<file path="config.mk">
export PLATFORM = sky130hd
export DESIGN_NAME = echo_decodificador
export DESIGN_NICKNAME = d
export VERILOG_FILES = /design/src/rtl/echo_decodificador_pkg.sv /design/src/rtl/echo_decodificador_classifica.sv /design/src/rtl/echo_decodificador.sv
export SDC_FILE = /design/constraint.sdc
export NUM_CORES = 1
export LEC_CHECK = 0
export ABC_AREA = 0
export CAP_MARGIN = 20
export CORE_MARGIN = 2
export CORE_UTILIZATION = 35
export DETAILED_ROUTE_END_ITERATION = 6
export GPL_TIMING_DRIVEN = 0
export PLACE_DENSITY = 0.55
export SLEW_MARGIN = 0
export SYNTH_ARGS = -nofsm -noshare
export SYNTH_HDL_FRONTEND = slang
export SYNTH_SLANG_ARGS = --single-unit
</file>
<file path="constraint.sdc">
create_clock -name clk -period 1.64 [get_ports clk]
set_clock_uncertainty 0.05 [all_clocks]
set_input_delay 0.164 -clock clk [delete_from_list [all_inputs] [get_ports clk]]
set_output_delay 0.164 -clock clk [all_outputs]
set_load 0.05 [all_outputs]
</file>
<file path="src/rtl/echo_decodificador_pkg.sv">
// rtl/echo_decodificador_pkg.sv - shared constants and FSM encoding for the echo decoder
package echo_decodificador_pkg;

    localparam int                CODE_W            = 5;
    localparam logic [CODE_W-1:0] BLANK_CODE        = 5'b00000;
    localparam int                STABLE_CYCLES_DEF = 4;
    // Settle counter must reach STABLE_CYCLES up to 15.
    localparam int                SCNT_W            = 4;

    typedef enum logic [1:0] {
        ST_IDLE   = 2'd0,
        ST_SETTLE = 2'd1,
        ST_HOLD   = 2'd2
    } state_t;

endpackage

</file>
<file path="src/rtl/echo_decodificador_classifica.sv">
// rtl/echo_decodificador_classifica.sv - combinational code word classifier
module echo_classifica
    import echo_decodificador_pkg::*;
(
    input  logic [CODE_W-1:0] i_code,
    output logic              o_valid,
    output logic              o_blank,
    output logic              o_invalid,
    output logic              o_re,
    output logic              o_rs,
    output logic              o_a,
    output logic              o_b,
    output logic              o_c,
    output logic              o_d
);

    // S1 set marks a data word; all-zero is blank; anything else is a bad code.
    always_comb begin
        o_valid   = 1'b0;
        o_blank   = 1'b0;
        o_invalid = 1'b0;
        o_re      = 1'b0;
        o_rs      = 1'b0;
        o_a       = 1'b0;
        o_b       = 1'b0;
        o_c       = 1'b0;
        o_d       = 1'b0;
        if (i_code[CODE_W-1]) begin
            o_valid = 1'b1;
            o_re    = 1'b1;
            o_a     = i_code[3];
            o_b     = i_code[2];
            o_c     = i_code[1];
            o_d     = i_code[0];
        end else if (i_code == BLANK_CODE) begin
            o_blank = 1'b1;
        end else begin
            o_invalid = 1'b1;
        end
    end

endmodule

</file>
<file path="src/rtl/echo_decodificador.sv">
// rtl/echo_decodificador.sv - debounced 5-bit code word decoder with valid/ready output
module echo_decodificador
    import echo_decodificador_pkg::*;
#(
    parameter int STABLE_CYCLES = STABLE_CYCLES_DEF,
    parameter int CNT_W         = 8
) (
    input  logic             clk,
    input  logic             rst,
    input  logic             S1,
    input  logic             S2,
    input  logic             S3,
    input  logic             S4,
    input  logic             S5,
    input  logic             out_ready,
    input  logic             err_clr,
    output logic             RE,
    output logic             RS,
    output logic             A,
    output logic             B,
    output logic             C,
    output logic             D,
    output logic             out_valid,
    output logic             err,
    output logic [CNT_W-1:0] word_cnt
);

    state_t             r_state, w_state_nxt;
    logic [CODE_W-1:0]  r_samp;
    logic [CODE_W-1:0]  r_ref, w_ref_nxt;
    logic [CODE_W-1:0]  r_last_word, w_last_nxt;
    logic [SCNT_W-1:0]  r_cnt, w_cnt_nxt;
    logic [5:0]         r_dec, w_dec_nxt;
    logic               r_valid, w_valid_nxt;
    logic               r_err, w_err_nxt, w_err_set;
    logic [CNT_W-1:0]   r_word_cnt, w_word_cnt_nxt;

    logic w_valid, w_blank, w_invalid;
    logic w_re, w_rs, w_a, w_b, w_c, w_d;

    echo_classifica u_classifica (
        .i_code    (r_ref),
        .o_valid   (w_valid),
        .o_blank   (w_blank),
        .o_invalid (w_invalid),
        .o_re      (w_re),
        .o_rs      (w_rs),
        .o_a       (w_a),
        .o_b       (w_b),
        .o_c       (w_c),
        .o_d       (w_d)
    );

    // Resynchronise the asynchronous code lines; everything downstream uses r_samp only.
    always_ff @(posedge clk or posedge rst) begin
        if (rst) begin
            r_samp <= BLANK_CODE;
        end else begin
            r_samp <= {S1, S2, S3, S4, S5};
        end
    end

    // Next-state and datapath decisions for the IDLE/SETTLE/HOLD debounce FSM.
    always_comb begin
        w_state_nxt    = r_state;
        w_ref_nxt      = r_ref;
        w_last_nxt     = r_last_word;
        w_cnt_nxt      = r_cnt;
        w_dec_nxt      = r_dec;
        w_valid_nxt    = r_valid;
        w_word_cnt_nxt = r_word_cnt;
        w_err_set      = 1'b0;
        unique case (r_state)
            ST_IDLE: begin
                if (r_samp != r_last_word) begin
                    w_state_nxt = ST_SETTLE;
                    w_ref_nxt   = r_samp;
                    w_cnt_nxt   = SCNT_W'(1);
                end
            end
            ST_SETTLE: begin
                if (r_samp != r_ref) begin
                    // Any glitch restarts the stability window on the new value.
                    w_ref_nxt = r_samp;
                    w_cnt_nxt = SCNT_W'(1);
                end else if (r_cnt < SCNT_W'(STABLE_CYCLES)) begin
                    w_cnt_nxt = r_cnt + SCNT_W'(1);
                end else begin
                    w_last_nxt  = r_ref;
                    w_state_nxt = ST_IDLE;
                    if (w_valid) begin
                        w_dec_nxt   = {w_re, w_rs, w_a, w_b, w_c, w_d};
                        w_valid_nxt = 1'b1;
                        w_state_nxt = ST_HOLD;
                    end else if (w_invalid) begin
                        w_err_set = 1'b1;
                    end else if (w_blank) begin
                        w_state_nxt = ST_IDLE;
                    end
                end
            end
            ST_HOLD: begin
                if (r_valid && out_ready) begin
                    w_valid_nxt    = 1'b0;
                    w_word_cnt_nxt = r_word_cnt + CNT_W'(1);
                    w_state_nxt    = ST_IDLE;
                end
            end
            default: begin
                w_state_nxt = ST_IDLE;
            end
        endcase
        // A new error wins over a simultaneous clear so it is never missed.
        w_err_nxt = w_err_set ? 1'b1 : (err_clr ? 1'b0 : r_err);
    end

    // State and datapath registers.
    always_ff @(posedge clk or posedge rst) begin
        if (rst) begin
            r_state     <= ST_IDLE;
            r_ref       <= BLANK_CODE;
            r_last_word <= BLANK_CODE;
            r_cnt       <= '0;
            r_dec       <= '0;
            r_valid     <= 1'b0;
            r_err       <= 1'b0;
            r_word_cnt  <= '0;
        end else begin
            r_state     <= w_state_nxt;
            r_ref       <= w_ref_nxt;
            r_last_word <= w_last_nxt;
            r_cnt       <= w_cnt_nxt;
            r_dec       <= w_dec_nxt;
            r_valid     <= w_valid_nxt;
            r_err       <= w_err_nxt;
            r_word_cnt  <= w_word_cnt_nxt;
        end
    end

    assign {RE, RS, A, B, C, D} = r_dec;
    assign out_valid            = r_valid;
    assign err                  = r_err;
    assign word_cnt             = r_word_cnt;

endmodule

</file>
== Yosys cells after proc, flatten, opt, wreduce, memory -nomap -nowiden ==
Cells that the tools add are included.
Storage, ports and cells
  bits in registers: 36
  output and inout port bits: 16
Operators by class
  $add $sub $neg: 2
  magnitude comparators: 1
  equality and inequality tests: 11
  mux-type cells: 32
  bitwise gates (word level): 2
  reduce and logical (&&, ||, !) cells: 13
Operators with widths (number)
  $mux W1: 18
  $mux W4: 3
  $ne A2 B2 Y1 const B: 6
  $mux W2: 5
  $mux W5: 2
  $ne A5 B5 Y1: 2
  $pmux W5 S2: 1
  $reduce_and A3 Y1: 3
  $add A8 B1 Y8 const B: 1
  $pmux W4 S2: 1
  $reduce_and A4 Y1: 2
  $pmux W2 S3: 1
  $reduce_bool A2 Y1: 3
  $logic_not A5 Y1: 1
  $reduce_and A5 Y1: 1
  $add A4 B1 Y4 const B: 1
  $lt A4 B3 Y1 const B: 1
  $ne A3 B3 Y1 const B: 1
  $eq A2 B1 Y1 const B: 1
  $eq A2 B2 Y1 const B: 1
  $logic_not A2 Y1: 1
  $not A1 Y1: 2
  $pmux W1 S2: 1
  $reduce_and A2 Y1: 1
  $logic_and A1 B1 Y1: 1

== Depth between registers and ports, before layout ==
Gate-level depths: netlist of run 1.
  depth in word-level cells: 9
  depth in mapped cells: 4
  mapped depth without buffers: 4

== Hierarchy ==
From an unflattened synthesis of run 1, not the netlist that was laid out.
Unflattened totals
  cell total of the unflattened synthesis: 150
  area total of the unflattened synthesis: 1814.2 um^2
By module, submodules not included
  echo_decodificador: times used 1, cells an instance 139, area each 1739.2 um^2
  echo_classifica: times used 1, cells an instance 11, area each 75.1 um^2

== Worst setup path after synthesis of run 1 ==
OpenSTA, ideal clock, no wires.
  path kind: flip-flop to flip-flop
  start point: register r_samp[4]
  end point: register r_dec[0]
  library setup time: 0.128 ns
  arrival: 1.542 ns
  slack: -0.079 ns
  cell stages (with the launch flop): 5
  path buffers: 0
  clock period less this slack: 1.719 ns
  cells stage by stage: dfrtp_1 xor2_1 nor4_4 nand3_2 mux2_1
On the way
  cells in the longest elaborated chain, start to end: 3
RTL lines
  start, declared: line echo_decodificador.sv:29  | logic [CODE_W-1:0] r_samp;
  start signal, assigned: line echo_decodificador.sv:59  | r_samp <= {S1, S2, S3, S4, S5};
  $ne A5 B5 Y1: line echo_decodificador.sv:82  | if (r_samp != r_ref) begin
  $not A1 Y1 (no source line)
  $reduce_and A4 Y1 (no source line)
  end signal, assigned: line echo_decodificador.sv:133  | r_dec <= w_dec_nxt;
  end, declared: line echo_decodificador.sv:33  | logic [5:0] r_dec, w_dec_nxt;
No other way between the ends.
A chain may end at the register's enable or synchronous reset.

== Worst setup path after layout of run 1 ==
  start point: register r_samp[0]
  end point: register r_ref[2]
On the way
  cells in the longest elaborated chain, start to end: 3
  elaborated cells on any way between the ends: 5
RTL lines
  $ne A5 B5 Y1, on equally long branches: line echo_decodificador.sv:82, echo_decodificador.sv:75
  $ne A2 B2 Y1 (no source line)
  $reduce_and A3 Y1 (no source line) *
  end signal, assigned: line echo_decodificador.sv:130  | r_ref <= w_ref_nxt;
  end, declared: line echo_decodificador.sv:30  | logic [CODE_W-1:0] r_ref, w_ref_nxt;
Every way passes the cells marked *; elsewhere a longest branch is shown, timed or not.

==> results.json, run 1 <==
{
  "run_status": "complete, but fails checks",
  "violations": "setup timing",
  "io_pins": 25,
  "final_area_um2": 2210,
  "rows": 24,
  "ctsRootBufferMaster": "sky130_fd_sc_hd__clkbuf_8",
  "yosysUniqueCellTypes": 35,
  "final_common_cell": "sky130_fd_sc_hd__dfrtp_1",
  "final-hold-violation-count": 0,
  "routed_wirelength_um": 3130,
  "crit_path_cell_trace": "xor2_2 -> nor4_4 -> buf_4 -> a221oi_4 -> mux2_4",
  "grt_pass1_wl_um": 5200,
  "syn-cell-area_um2": 1530,
  "worstPathArrival_ns": 1.90,
  "firstDrtPassIters": 4,
  "cts_htree_levels": 2,
  "setup-tns-final_ns": -1.55,
  "max_cap_viol_count": 0,
  "synth_enable_flop_cells": 0,
  "power.leakage_nw": 1.08,
  "sum_of_internal_switching_and_leakage_power_w": 0.00182,
  "worst-slew-pin-transition_ns": 0.731,
  "worst_path_max_delay_cell": "sky130_fd_sc_hd__dfrtp_2",
  "worst_slew_margin_rel": 0.512,
  "synth.avg_cell_area_um2": 13.0,
  "fp.dieW_um": 70.2,
  "final_net_count": 172,
  "final_antenna_net_count": 0,
  "holdCritPathClass": "primary input to async pin",
  "route.vias.total": 1026,
  "finalNonFillerCells": 214,
  "multi_input_gate_area_um2": 778,
  "worst_case_clock_buffer_depth": 2,
  "period_share": 1.09,
  "finalWorstSetupSlack_ns": -0.144,
  "post_synthesis_async_set_or_reset_flop_share": 1.00,
  "setup_viol": 19,
  "first_global_vias": 1067,
  "dp.final_hpwl_um": 2020,
  "fmax_mhz": 560,
  "critPathLaunch": "r_samp[0]",
  "timing.final.max_slew_violations": 0,
  "ir_worst_vdd_uv": 517,
  "antenna_found_initial": 0,
  "gpl.final_weighted_congestion": 0.705,
  "clock_sink_count": 36,
  "hold_ws_ns": 0.252,
  "synthCells": 118,
  "layout-area-overhead-vs-synth_pct": 44.0,
  "reg2reg_slack_ns": -0.14,
  "clkLatencyLatePin_ns": 0.28,
  "timing.critical_path.slowest_cell_delay_ns": 0.45,
  "worstPathMaxFanout": 4,
  "tritoncts": "built",
  "rsz0062_at_grt": "true",
  "groute.layer.met3.usage": 0.0375,
  "timing_worst_setup_path_type": "flip-flop to flip-flop",
  "layout_min_cycle_time_ns": 1.78,
  "synth_seq_cells": 36,
  "fp.dieArea_um2": 4930,
  "drt-wirelength-per-cell_um": 14.6,
  "synth_flop_cell": "sky130_fd_sc_hd__dfrtp_1",
  "worstReg2RegStart": "r_samp[0]",
  "grt_use_total": 0.138,
  "place_inst": 194,
  "share_of_post_route_cells_with_drive_strength_above_1": 0.389,
  "synth_seq_area_share": 0.587,
  "numPortBuffers": 23,
  "layout.area.seq_um2": 912,
  "placement.cell_area_um2": 1860,
  "initialDrtViolationCount": 25,
  "n_fill_cell": 381,
  "coreArea_um2": 4290,
  "floorplan.initialDensity": 0.357,
  "worst_setup_path_end_kind": "flip-flop",
  "global_route.usage.met1": 0.183,
  "synth_fp_nets": 129,
  "grt.busiest_layer": "met2",
  "remaining_drc_errors": 0,
  "vertical_die_dimension_um": 70.2,
  "cts_buffers": 5,
  "critPathRequiredTime_ns": 1.75,
  "synth_warnings": 0,
  "crit_path_start_kind": "flip-flop",
  "drt-vias-per-instance": 4.79,
  "hold_bufs_inserted_after_cts": 0,
  "antenna_cells": 0,
  "grt_start_max_net_pins": 20,
  "gr-total-overflow": 0,
  "worst_setup_hold_path_clk_slew_ns": 0.07,
  "grt_util_met2": 0.211,
  "power.density_nw_per_um2": 822,
  "mostFrequentLayoutCells": "sky130_fd_sc_hd__dfrtp_1 (27), sky130_fd_sc_hd__dlygate4sd2_1 (15), sky130_fd_sc_hd__buf_4 (10)"
}
-- synth_stat cells (2+ instances only) --
cell type                 number  area share
sky130_fd_sc_hd__ha_1          2       0.016
sky130_fd_sc_hd__nor2_1        5       0.012
sky130_fd_sc_hd__mux2_2       11       0.081
sky130_fd_sc_hd__inv_1         4      0.0098
sky130_fd_sc_hd__mux2_1        2       0.015
sky130_fd_sc_hd__nand3_1       3      0.0098
sky130_fd_sc_hd__dfrtp_1      36        0.59
sky130_fd_sc_hd__xor2_1       13       0.074
sky130_fd_sc_hd__a21oi_1       2      0.0065
sky130_fd_sc_hd__nor3_1        2      0.0065
sky130_fd_sc_hd__nand2_1      11       0.027
sky130_fd_sc_hd__xnor2_1       4       0.023
-- state kept, by name, indices dropped and copies added, names as in the netlist --
| register | flops |
|---|---|
| word_cnt | 8 |
| r_dec | 5 |
| r_last_word | 5 |
| r_ref | 5 |
| r_samp | 5 |
| r_cnt | 4 |
| r_state | 2 |
| err | 1 |
| out_valid | 1 |
-- cell type report --
cell class                 instances  share of cell area
multi-input combinational         77               0.352
inverter                           4             0.00680
buffer                             1             0.00340
tap                               52              0.0295
clock buffer                       8              0.0408
timing repair buffer              36               0.154
sequential                        36               0.413
-- worst paths after layout --
| path | to | cells past startpoint |
|---|---|---|
| setup / recovery | r_ref[2] | 5 |
| hold / removal | r_ref[0] | 2 |
| setup reg to reg | r_ref[2] | 5 |
| hold reg to reg | r_dec[5] | 1 |
| max in group asynchronous | r_ref[2] | 3 |
| min in group clk | r_samp[1] | 1 |
-- routing by layer --
metal | vias to the layer above | wire (um)
met3 | 7 | 105
li1 | 481 | -
met4 | 0 | 65
met1 | 523 | 1370
met5 | - | 0
met2 | 15 | 1590
-- stage by stage --
stage | utilization | setup slack, ns
2_1_floorplan | - | -0.0792
3_3_place_gp | 0.426 | -0.335
3_5_place_dp | 0.433 | -0.358
4_1_cts | 0.485 | -0.145
5_1_grt | 0.514 | -0.212
6_report | 0.514 | -0.144
-- what timing repair did --
action                     4_1_cts  5_1_grt
pin swaps                        6        5
resized for setup               32       23
setup endpoints to repair       35       24
buffers inserted                 8        7
-- critical path, delay by kind of cell (launching register included) --
family          cells  cell delay, ns
simple gates        1            0.05
buf+inv             1            0.16
xor+xnor            1            0.19
compound gates      1            0.43
mux                 1            0.34
flops               1            0.45
-- cells by family after synthesis --
logic type      Yosys count  share of synthesized area
buf+inv                   5                     0.0147
xor+xnor                 17                     0.0971
fa+ha+maj                 2                     0.0163
simple gates             34                      0.131
other cells               1                    0.00244
flops                    36                      0.587
mux                      14                      0.102
compound gates            9                     0.0498
-- power by group --
part           internal (W)  switching (W)  total (W)
logic              0.000101       0.000106   0.000208
clock network      0.000343       0.000298   0.000640
registers          0.000923      0.0000441   0.000967
total               0.00137       0.000449    0.00182
(Power assumes the default switching activity.)
==> run 2: changes to the inputs <==
- SLEW_MARGIN: 0 -> 30
==> run 2 against run 1 <==
The flow still finishes with violations (setup timing). Die area unchanged. Non-clock buffer count up 2. First-iteration DRC count down 4.0%. Sequential power about the same. Largest cell class unchanged. Highest routed layer unchanged.
==> results.json, run 2 (synthesized netlist as in run 1, its figures left out) <==
{
  "ir_worst_vdd_uv": 510,
  "fp.dieArea_um2": 4930,
  "crit_path_start_kind": "flip-flop",
  "worst_case_clock_buffer_depth": 2,
  "firstDrtPassIters": 4,
  "met1_length_um": 1490,
  "clock_sink_count": 36,
  "finalWorstSetupSlack_ns": -0.175,
  "power.leakage_nw": 1.06,
  "grt_start_max_net_pins": 37,
  "power.switching_w": 0.000466,
  "route.vias.total": 1017,
  "floorplan.initialDensity": 0.357,
  "hold_bufs_inserted_after_cts": 0,
  "layout_min_cycle_time_ns": 1.82,
  "drt-vias-per-instance": 4.71,
  "numPortBuffers": 23,
  "fp.dieW_um": 70.2,
  "fmax_mhz": 551,
  "worstSetupPathDepth": 6,
  "clock_power_share": 0.353,
  "period_share": 1.11,
  "power.density_nw_per_um2": 833,
  "clkLatencyLatePin_ns": 0.28,
  "setup_viol": 15,
  "first_global_vias": 1020,
  "ctsRootBufferMaster": "sky130_fd_sc_hd__clkbuf_8",
  "worst_slew_margin_rel": 0.498,
  "hold_ws_ns": 0.261,
  "run_status": "complete, but fails checks",
  "rsz0062_at_grt": "true",
  "vertical_die_dimension_um": 70.2,
  "antenna_found_initial": 0,
  "gpl.final_weighted_congestion": 0.705,
  "violations": "setup timing",
  "power_switching_share": 0.253,
  "sum_of_met2_wire_segment_lengths_after_detailed_routing_um": 1670,
  "worst_path_max_delay_cell": "sky130_fd_sc_hd__dfrtp_2",
  "ff2ff_path_depth": 6,
  "timing_worst_setup_path_type": "flip-flop to flip-flop",
  "initialDrtViolationCount": 24,
  "final-hold-violation-count": 0,
  "power.sequential.fraction": 0.527,
  "worstPathArrival_ns": 1.93,
  "maxUsedRoutingLayer": "met4",
  "timing.critical_path.slowest_cell_delay_ns": 0.45,
  "antenna_cells": 0,
  "remaining_drc_errors": 0,
  "final_net_count": 174,
  "drt-wirelength-per-cell_um": 15.3,
  "detailedPlace.worstSlack_ns": -0.362,
  "final_antenna_net_count": 0,
  "mostFrequentLayoutCells": "sky130_fd_sc_hd__dfrtp_1 (27), sky130_fd_sc_hd__dlygate4sd2_1 (15), sky130_fd_sc_hd__buf_4 (13)",
  "final_common_cell": "sky130_fd_sc_hd__dfrtp_1",
  "crit_path_cell_trace": "xor2_2 -> nor4_4 -> buf_4 -> a221oi_4 -> buf_6 -> mux2_4",
  "gr-total-overflow": 0,
  "grt_pass1_wl_um": 5200,
  "layout-area-overhead-vs-synth_pct": 43.9,
  "n_fill_cell": 372,
  "worst_setup_hold_path_clk_slew_ns": 0.07,
  "power.combinational.fraction": 0.120,
  "share_of_post_route_cells_with_drive_strength_above_1": 0.415,
  "min_path_cells": 1,
  "routed_wirelength_um": 3320,
  "met3WireLength_um": 114,
  "crit_buf_inv": 2,
  "timing.final.max_slew_violations": 0,
  "io_pins": 25,
  "critPathRequiredTime_ns": 1.76,
  "worstPathMaxFanout": 4,
  "timing.critical_path.max_delay_family": "flip-flops",
  "worst_setup_path_end_kind": "flip-flop",
  "coreArea_um2": 4290,
  "dp.final_hpwl_um": 1930,
  "grt_use_total": 0.140,
  "largest_register_ff_count": 8,
  "rows": 24,
  "tritoncts": "built",
  "cts_htree_levels": 2,
  "max_cap_viol_count": 0,
  "cts_buffers": 5,
  "worst-slew-pin-transition_ns": 0.752,
  "internal_power_w": 0.00137,
  "holdCritPathClass": "primary input to flip-flop"
}
## run 2: power groups by stage
stage	logic [W]	clock network [W]	registers, W
after floorplan	0.0000972	0	0.000989
after global placement	0.000164	0	0.000974
after detailed placement	0.000171	0	0.000975
after CTS	0.000193	0.000659	0.000963
after global routing	0.000241	0.000704	0.000974
final	0.000221	0.000649	0.000968
## run 2: timing repair
item / 4_1_cts / 5_1_grt
setup buffers: 7 / 9
gates resized for setup: 30 / 24
pin swaps: 6 / 9
setup endpoints to repair: 35 / 21
## run 2: area by class of cell
cell class                 instances  area, um^2  share of cell area
sequential                        36         912               0.413
buffer                             1        7.51             0.00340
inverter                           4        15.0             0.00680
tap                               52        65.1              0.0295
timing repair buffer              38         335               0.152
multi-input combinational         77         782               0.354
clock buffer                       8        90.1              0.0408
## run 2: path summary, 6_finish.rpt
check,to,slack (ns),startpoint
max in group asynchronous,r_ref[4],0.73,rst
min in group asynchronous,word_cnt[4],0.28,rst
setup / recovery,r_ref[2],-0.18,r_samp[1]
setup reg to reg,r_ref[2],-0.18,r_samp[1]
hold reg to reg,r_dec[5],0.42,r_dec[5]
hold / removal,r_samp[2],0.26,S3
## run 2: metrics by stage
| stage | instance area [um^2] | power, W | util | std cells | setup TNS (ns) |
|---|---|---|---|---|---|
| floorplan | 1540 | 0.00109 | - | 118 | -0.240 |
| global placement | 1830 | 0.00114 | 0.426 | 193 | -8.83 |
| finish | 2210 | 0.00184 | 0.514 | 216 | -1.21 |
| detailed placement | 1830 | 0.00115 | 0.426 | 193 | -3.77 |
| global route | 2210 | 0.00192 | 0.514 | 216 | -2.22 |
| CTS | 2030 | 0.00181 | 0.472 | 207 | -1.34 |
## run 2: metal layers
layer / up-vias / global-route usage
li1: 489 / -
met1: 507 / 0.179
met2: 14 / 0.219
met3: 7 / 0.0491
met4: 0 / 0.0513
met5: - / 0
==> run 3: changes to the inputs <==
- CELL_PAD_IN_SITES_DETAIL_PLACEMENT: not set -> 0
- CELL_PAD_IN_SITES_GLOBAL_PLACEMENT: not set -> 1
- PLACE_DENSITY: 0.55 -> 0.66
- REMOVE_ABC_BUFFERS: not set -> 1
==> run 3 against run 2 <==
Routed wire length is 7.9% lower. Combinational power fell by 10%. Total power down 0.40%. The run still ends with setup timing left. Clock power is 3% higher. Critical path depth unchanged. Fmax rose by 0.41%. Non-clock buffer count decreased by 5. Final cell count is 2.8% lower. Via count unchanged.
==> results.json, run 3 (synthesized netlist as in run 1, its figures left out) <==
{
  "dp.final_hpwl_um": 1950,
  "run_status": "complete, but fails checks",
  "power.combinational.fraction": 0.108,
  "worstPathMaxFanout": 3,
  "final-hold-violation-count": 0,
  "power.density_nw_per_um2": 850,
  "final_area_um2": 2150,
  "numPortBuffers": 23,
  "power.sequential.fraction": 0.528,
  "max_cap_viol_count": 0,
  "cts_buffers": 5,
  "clock_power_share": 0.364,
  "remaining_drc_errors": 0,
  "fp.dieW_um": 70.2,
  "final_common_cell": "sky130_fd_sc_hd__dfrtp_1",
  "setup-tns-final_ns": -1.01,
  "layout_min_cycle_time_ns": 1.81,
  "floorplan.initialDensity": 0.357,
  "antenna_found_initial": 0,
  "grt_use_total": 0.130,
  "power.switching_w": 0.000444,
  "clock_sink_count": 36,
  "final_antenna_net_count": 0,
  "worst_path_max_delay_cell": "sky130_fd_sc_hd__a2111oi_1",
  "crit_path_start_kind": "flip-flop",
  "largest_register_ff_count": 8,
  "violations": "setup timing",
  "tritoncts": "built",
  "worst_setup_hold_path_clk_slew_ns": 0.07,
  "gr-total-overflow": 0,
  "worst_slew_margin_rel": 0.502,
  "mostFrequentLayoutCells": "sky130_fd_sc_hd__dfrtp_1 (28), sky130_fd_sc_hd__dlygate4sd2_1 (15), sky130_fd_sc_hd__nand2_1 (11), sky130_fd_sc_hd__mux2_2 (11)",
  "antenna_cells": 0,
  "crit_path_cell_trace": "buf_4 -> xor2_1 -> nor2_2 -> buf_4 -> a2111oi_1 -> a2bb2oi_2",
  "vertical_die_dimension_um": 70.2,
  "utilization": 0.501,
  "setup_viol": 16,
  "layout-area-overhead-vs-synth_pct": 40.4,
  "io_pins": 25,
  "internal_power_w": 0.00139,
  "critical-path-top-cell-by-count": "sky130_fd_sc_hd__buf_4",
  "timing_worst_setup_path_type": "flip-flop to flip-flop",
  "grt_start_max_net_pins": 37,
  "worst_case_clock_buffer_depth": 2,
  "cts_htree_levels": 2,
  "drt-vias-per-instance": 4.84,
  "holdCritPathClass": "primary input to flip-flop",
  "routed_wirelength_um": 3050,
  "worst-slew-pin-transition_ns": 0.746,
  "n_fill_cell": 386,
  "worst_setup_path_end_kind": "flip-flop",
  "gpl.final_weighted_congestion": 0.713,
  "firstDrtPassIters": 4,
  "power_switching_share": 0.242,
  "rows": 24,
  "timing.final.max_slew_violations": 0,
  "grt_pass1_wl_um": 5040,
  "initialDrtViolationCount": 10,
  "route.vias.total": 1017,
  "share_of_post_route_cells_with_drive_strength_above_1": 0.392,
  "multi_input_gate_area_um2": 764,
  "coreArea_um2": 4290,
  "first_global_vias": 1056,
  "ir_worst_vdd_uv": 568,
  "period_share": 1.10,
  "placement.cell_area_um2": 1820,
  "critPathRequiredTime_ns": 1.80,
  "finalWorstSetupSlack_ns": -0.168,
  "worstPathArrival_ns": 1.97,
  "fp.dieArea_um2": 4930,
  "drt-wirelength-per-cell_um": 14.5,
  "rsz0062_at_grt": "true",
  "reg2reg_slack_ns": -0.17,
  "final_net_count": 169,
  "clkLatencyLatePin_ns": 0.28,
  "layout.area.seq_um2": 911,
  "ctsRootBufferMaster": "sky130_fd_sc_hd__clkbuf_8",
  "power.leakage_nw": 1.02,
  "timing.critical_path.slowest_cell_delay_ns": 0.57,
  "fmax_mhz": 553
}
-- run 3: cell type report --
type | instances | area share
clock buffers | 7 | 0.0447
well taps | 52 | 0.0302
repair buffers | 34 | 0.140
multi-input cells | 77 | 0.355
flip-flops and latches | 36 | 0.423
inverters | 4 | 0.00697
-- run 3: worst paths after layout --
kind                              from           to  cells past startpoint
min in group asynchronous          rst  word_cnt[0]                      2
max                          r_samp[2]     r_cnt[2]                      6
max reg2reg                  r_samp[2]     r_cnt[2]                      6
min                                 S5    r_samp[0]                      1
max in group asynchronous          rst     r_ref[0]                      2
min reg2reg                word_cnt[7]  word_cnt[7]                      1
-- run 3: critical path: cells and delay by family (launching register included) --
family | cells | cell delay, ns
buffers and inverters | 2 | 0.29
AND/OR/NAND/NOR | 1 | 0.09
XOR/XNOR | 1 | 0.15
AO/OA/AOI/OAI | 2 | 0.75
flip-flops | 1 | 0.42
-- run 3: stage by stage --
stage	setup slack, ns	power (W)	hold slack [ns]	cells
after global routing	-0.236	0.00191	0.266	210
final	-0.168	0.00183	0.270	210
after global placement	-0.314	0.00114	0.396	192
after floorplan	-0.0792	0.00108	0.145	117
after detailed placement	-0.323	0.00114	0.416	192
after CTS	-0.145	0.00184	0.261	203
-- run 3: repair_timing --
item | 4_1_cts | 5_1_grt
gates cloned | 0 | 0
hold buffers | 0 | 0
endpoints found under the setup margin | 37 | 20
gates resized for setup | 33 | 16
pin swaps | 6 | 4
buffers inserted | 4 | 7
-- run 3: power groups by stage --
stage          Clock, W  Sequential, W  Combinational [W]
6_report       0.000666       0.000967           0.000198
5_1_grt        0.000724       0.000970           0.000218
4_1_cts        0.000694       0.000964           0.000184
3_5_place_dp          0       0.000976           0.000166
3_3_place_gp          0       0.000974           0.000162
2_1_floorplan         0       0.000988          0.0000953
-- run 3: layer usage --
| layer | track usage | up-vias | routed length [um] |
|---|---|---|---|
| li1 | - | 475 | - |
| met1 | 0.158 | 516 | 1270 |
| met2 | 0.223 | 22 | 1680 |
| met3 | 0.0346 | 4 | 88 |
| met4 | 0.0449 | 0 | 21 |
| met5 | 0 | - | 0 |
